File: src/rtl/uart_rx.sv
// uart_rx
//
// Purpose:
//    UART receiver. Recovers frames made of one start bit, DATA_BITS data
//    bits (LSB first) and STOP_BITS stop bits (no parity) from an
//    asynchronous serial line. Each completed frame is presented on
//    data_out together with a one-cycle valid pulse when every stop bit was
//    high, or a one-cycle framing_err pulse when any stop bit was low.
//
// Parameters:
//    DATA_BITS    - data bits per frame
//    STOP_BITS    - stop bits per frame (every one of them is checked)
//    CLKS_PER_BIT - clocks per bit period, must be at least 4
//
// Ports:
//    clk         - system clock, rising edge
//    rst_n       - asynchronous active-low reset
//    in          - serial line, idle high, asynchronous to clk
//    data_out    - last received word, held until the next frame completes
//    valid       - one-cycle pulse for a frame with all stop bits high
//    framing_err - one-cycle pulse for a frame with any stop bit low

module uart_rx #(
   parameter int DATA_BITS    = 8,
   parameter int STOP_BITS    = 1,
   parameter int CLKS_PER_BIT = 1000
) (
   input  logic                 clk,
   input  logic                 rst_n,
   input  logic                 in,
   output logic [DATA_BITS-1:0] data_out,
   output logic                 valid,
   output logic                 framing_err
);

   localparam int HALF = CLKS_PER_BIT / 2;
   localparam int SCW  = $clog2(CLKS_PER_BIT);
   localparam int MAXB = (DATA_BITS > STOP_BITS) ? DATA_BITS : STOP_BITS;
   localparam int BCW  = $clog2(MAXB + 1);

   localparam logic [SCW-1:0] HALF_LAST = SCW'(HALF - 1);
   localparam logic [SCW-1:0] BIT_LAST  = SCW'(CLKS_PER_BIT - 1);
   localparam logic [SCW-1:0] SCTR_ONE  = SCW'(1);
   localparam logic [BCW-1:0] DATA_LAST = BCW'(DATA_BITS - 1);
   localparam logic [BCW-1:0] STOP_LAST = BCW'(STOP_BITS - 1);
   localparam logic [BCW-1:0] BCTR_ONE  = BCW'(1);

   typedef enum logic [1:0] {
      IDLE,
      START,
      DATA,
      STOP
   } state_e;

   state_e               state_q, state_d;
   logic                 sync1_q, in_sync_q, in_prev_q;
   logic [SCW-1:0]       sample_ctr_q, sample_ctr_d;
   logic [BCW-1:0]       bit_ctr_q, bit_ctr_d;
   logic [DATA_BITS-1:0] shift_q, shift_d;
   logic                 err_q, err_d;
   logic [DATA_BITS-1:0] data_q, data_d;
   logic                 valid_q, valid_d;
   logic                 ferr_q, ferr_d;
   logic                 fall_edge;
   logic                 stop_err;

   // Two-flop synchroniser plus the edge-detect history flop. All three
   // reset to 1 (idle line level) so leaving reset can never look like
   // the falling edge of a start bit.
   always_ff @(posedge clk or negedge rst_n) begin
      if (!rst_n) begin
         sync1_q   <= 1'b1;
         in_sync_q <= 1'b1;
         in_prev_q <= 1'b1;
      end else begin
         sync1_q   <= in;
         in_sync_q <= sync1_q;
         in_prev_q <= in_sync_q;
      end
   end

   // Only a high-to-low transition arms a frame, so a line held low
   // (break) produces at most one frame.
   assign fall_edge = in_prev_q & ~in_sync_q;

   // State, counters, shift register and the registered frame results.
   always_ff @(posedge clk or negedge rst_n) begin
      if (!rst_n) begin
         state_q      <= IDLE;
         sample_ctr_q <= '0;
         bit_ctr_q    <= '0;
         shift_q      <= '0;
         err_q        <= 1'b0;
         data_q       <= '0;
         valid_q      <= 1'b0;
         ferr_q       <= 1'b0;
      end else begin
         state_q      <= state_d;
         sample_ctr_q <= sample_ctr_d;
         bit_ctr_q    <= bit_ctr_d;
         shift_q      <= shift_d;
         err_q        <= err_d;
         data_q       <= data_d;
         valid_q      <= valid_d;
         ferr_q       <= ferr_d;
      end
   end

   // Next-state logic. The start bit is checked half a bit period after
   // the edge; from then on every sample lands one full bit period later,
   // i.e. near the centre of each bit. The frame ends at the middle of the
   // last stop bit, which leaves half a bit of margin to catch a start bit
   // that follows with no idle gap. Data shifts in at the MSB so an
   // LSB-first stream ends up in natural bit order.
   always_comb begin
      state_d      = state_q;
      sample_ctr_d = sample_ctr_q;
      bit_ctr_d    = bit_ctr_q;
      shift_d      = shift_q;
      err_d        = err_q;
      data_d       = data_q;
      valid_d      = 1'b0;
      ferr_d       = 1'b0;
      stop_err     = 1'b0;

      unique case (state_q)
         IDLE: begin
            if (fall_edge) begin
               sample_ctr_d = '0;
               state_d      = START;
            end
         end

         START: begin
            if (sample_ctr_q == HALF_LAST) begin
               if (in_sync_q) begin
                  state_d = IDLE;
               end else begin
                  sample_ctr_d = '0;
                  bit_ctr_d    = '0;
                  state_d      = DATA;
               end
            end else begin
               sample_ctr_d = sample_ctr_q + SCTR_ONE;
            end
         end

         DATA: begin
            if (sample_ctr_q == BIT_LAST) begin
               sample_ctr_d = '0;
               shift_d      = (shift_q >> 1) |
                              (DATA_BITS'(in_sync_q) << (DATA_BITS - 1));
               if (bit_ctr_q == DATA_LAST) begin
                  bit_ctr_d = '0;
                  err_d     = 1'b0;
                  state_d   = STOP;
               end else begin
                  bit_ctr_d = bit_ctr_q + BCTR_ONE;
               end
            end else begin
               sample_ctr_d = sample_ctr_q + SCTR_ONE;
            end
         end

         STOP: begin
            if (sample_ctr_q == BIT_LAST) begin
               sample_ctr_d = '0;
               stop_err     = err_q | ~in_sync_q;
               if (bit_ctr_q == STOP_LAST) begin
                  bit_ctr_d = '0;
                  state_d   = IDLE;
                  data_d    = shift_q;
                  valid_d   = ~stop_err;
                  ferr_d    = stop_err;
               end else begin
                  err_d     = stop_err;
                  bit_ctr_d = bit_ctr_q + BCTR_ONE;
               end
            end else begin
               sample_ctr_d = sample_ctr_q + SCTR_ONE;
            end
         end

         default: begin
            state_d = IDLE;
         end
      endcase
   end

   assign data_out    = data_q;
   assign valid       = valid_q;
   assign framing_err = ferr_q;

endmodule

File: config.mk
export PLATFORM = sky130hd
export DESIGN_NAME = uart_rx
export DESIGN_NICKNAME = d
export VERILOG_FILES = /design/src/rtl/uart_rx.sv
export SDC_FILE = /design/constraint.sdc
export NUM_CORES = 1
export LEC_CHECK = 0
export ABC_AREA = 1
export CAP_MARGIN = 20
export CORE_MARGIN = 2
export CORE_UTILIZATION = 60
export CTS_BUF_LIST = sky130_fd_sc_hd__clkbuf_2 sky130_fd_sc_hd__clkbuf_4 sky130_fd_sc_hd__clkbuf_8
export CTS_CLUSTER_SIZE = 28
export DETAILED_ROUTE_END_ITERATION = 16
export PLACE_DENSITY = 0.81
export SLEW_MARGIN = 20
export SYNTH_ARGS = -nofsm -noshare
export SYNTH_HDL_FRONTEND = slang
export SYNTH_SLANG_ARGS = --single-unit
File: constraint.sdc
create_clock -name clk -period 4.5 [get_ports clk]
set_input_delay 1.35 -clock clk [delete_from_list [all_inputs] [get_ports clk]]
set_output_delay 1.35 -clock clk [all_outputs]
set_load 0.02 [all_outputs]
==> impl_metrics.yaml <==
outcome:
  status: "finished, final reports clean"
grt:
  gr-total-overflow: 0
  antenna_found_initial: 0
  grt_pass1_wl_mm: 7.09
  grt_pass1_vias: 1684
  grt_max_degree: 39
  grt_use_total: 0.225
power_and_ir_drop:
  leakage_nw: 1.17
  power_density_nw_per_um2: 449
  peakVddDrop_uv: 294
worst_setup_path:
  cpLargestDelayFamily: "buffers and inverters"
  critPathKind: "reg2out"
  crit_chain: "clkdlybuf4s50_1"
  setup.worst_path.end_class: "output pin"
  cp.required_ns: 3.15
  crit_path_max_fanout: 2
  r2r_cells: 8
  max_stage_delay_ns: 0.63
  critPathBufInv: 1
  r2r_slack_ns: 2.85
  crit_slowest_cell: "clkdlybuf4s50_1"
  cp.arrival_ns: 1.37
  startpoint_type: "flip-flop"
sta:
  worst_clock_skew_ns: 0.0124
  slew_violations: 0
  tightest_slew_ns: 0.823
  setup_viol: 0
  tns_ns: 0
  slew_headroom: 0.452
  fmax_ghz: 0.368
  rsz0062_at_grt: "no"
  fin_crit_ns: 2.72
  hold_ws_ns: 0.367
  period_share: 0.604
  finalHoldViolations: 0
yosys:
  synth_top_cell_by_area: "dfrtp_1"
  synth_nets: 256
  yosys_register_bits: 38
  synth_top_cells_by_area: "dfrtp_1, nand2_1, nand3_1, inv_1, o21ai_2"
  synth_top_area_share: 0.427
  ys_warn_count: 0
  synthDistinctLibCells: 25
  synth_area_sq_um: 2050
  synth_seq_area_share: 0.465
  syn_area_per_cell_sq_um: 8.21
  syn_inst: 250
final_layout:
  layout-drive-gt1-share: 0.169
  utilization: 0.696
  area_growth_pct: 12.2
  fin_nets: 272
  fillers: 274
  antennaDiodeCount: 0
clock_tree:
  cts_root_buffer: "clkbuf_4"
  cts_tree: "yes"
  hold_buffers: 0
  clock_latency_ns: 0.36
  cts_resized: 0
  clock_sinks: 38
  clockBufferDepth: 2
  h-tree-depth: 2
  cts_setup_buffers: 0
  clkSlewWorstSetupHoldPaths_ns: 0.12
  cts_inserted_buffers: 5
placement:
  io_buffer_count: 12
  dp_hpwl_mm: 2.73
  place_congestion: 0.811
floorplan:
  num_rows: 21
  start_util: 0.620
  fp.coreArea_sq_um: 3310
  dieArea_sq_um: 3910
  io_pins: 13
  die_y_um: 62.5
  die_x_um: 62.5
min_path:
  whs_endpoint: "in_sync_q"
  hold-path-cell-count: 0
  hp-class: "reg2reg"
  hold_start: "sync1_q"
detailed_routing:
  num_vias: 1646
  drc: 0
  dr.pass1.iters: 4
  viasPerCell: 5.26
  ant_nets: 0
  drt-total-wl_mm: 3.82
  avgRoutedWirePerCell_um: 12.2
  drt_iter0_drc: 125
run:
  drv_cap: 0
cells in the mapped netlist (all sizes together):
cell type	count
dfrtp	35
nand2	79
inv	38
nand3	29
dfstp	3
nor2	15
nand4	12
o211a	1
a21oi	2
o21ai	24
buf	3
nor3	1
xor2	5
ha	3
layout by cell type (no fill, tap or decap), drive strengths merged, types with 2 or more instances in the layout:
cell type,Yosys,final
nand2,79,79
inv,38,38
dfrtp,35,35
nand3,29,29
o21ai,24,24
nor2,15,15
nand4,12,12
clkdlybuf4s50,0,11
xor2,5,5
clkbuf,0,5
ha,3,3
dfstp,3,3
bufinv,0,2
a21oi,2,2
per-stage QoR:
stage	cell area (sq um)	power, mW	std cells	worst slack [ns]
finish	2300	1.03	313	1.78
global route	2300	1.10	313	1.74
CTS	2300	1.04	313	1.77
detailed placement	2200	0.747	305	2.17
global placement	2200	0.737	305	2.23
floorplan	2050	0.674	250	2.73
cell type report:
type / instances / area, sq um / share of cell area
flip-flops and latches: 38 / 955 / 0.414
multi-input cells: 171 / 926 / 0.402
inverters: 38 / 145 / 0.0630
repair buffers: 12 / 115 / 0.0499
clock inverters: 3 / 68.8 / 0.0299
well taps: 46 / 57.6 / 0.0250
clock buffers: 5 / 37.5 / 0.0163
sequential cells by signal (all words and copies together), names as in the netlist, named ones only:
signal and cells:
sample_ctr_q 10, data_out 8, shift_q 8, bit_ctr_q 4
err_q 1, framing_err 1, in_prev_q 1, in_sync_q 1
state_q 1, sync1_q 1, valid 1
power breakdown:
part / total, mW / internal, mW / switching [mW] / leakage, nW
clock: 0.294 / 0.174 / 0.121 / 0.0554
sequential: 0.444 / 0.379 / 0.0649 / 0.513
combinational: 0.296 / 0.0942 / 0.202 / 0.600
routing by layer:
metal / GRT usage / up-vias / routed length (um)
li1: - / 837 / -
met1: 0.276 / 776 / 1740
met2: 0.390 / 26 / 1910
met3: 0.0378 / 7 / 113
met4: 0.0972 / 0 / 65
met5: 0 / - / 0
worst max-delay path by stage:
stage / start / endpoint / depth (start not counted)
5_1_grt: data_out[6] / data_out[6] / 1
3_3_place_gp: data_out[7] / data_out[7] / 1
4_1_cts: data_out[6] / data_out[6] / 1
6_report: data_out[6] / data_out[6] / 1
3_5_place_dp: data_out[6] / data_out[6] / 1
2_1_floorplan: data_out[0] / data_out[0] / 0
cells by family after synthesis:
family                     after synthesis  synth area share
AOI/OAI and AO/OA                       27            0.0902
and+or+nand+nor                        136             0.321
buffers and inverters                   41            0.0841
xor gates and xnor gates                 5            0.0213
DFF                                     38             0.465
adders and majority gates                3            0.0183
No activity file was read; power rests on OpenSTA's default activity.
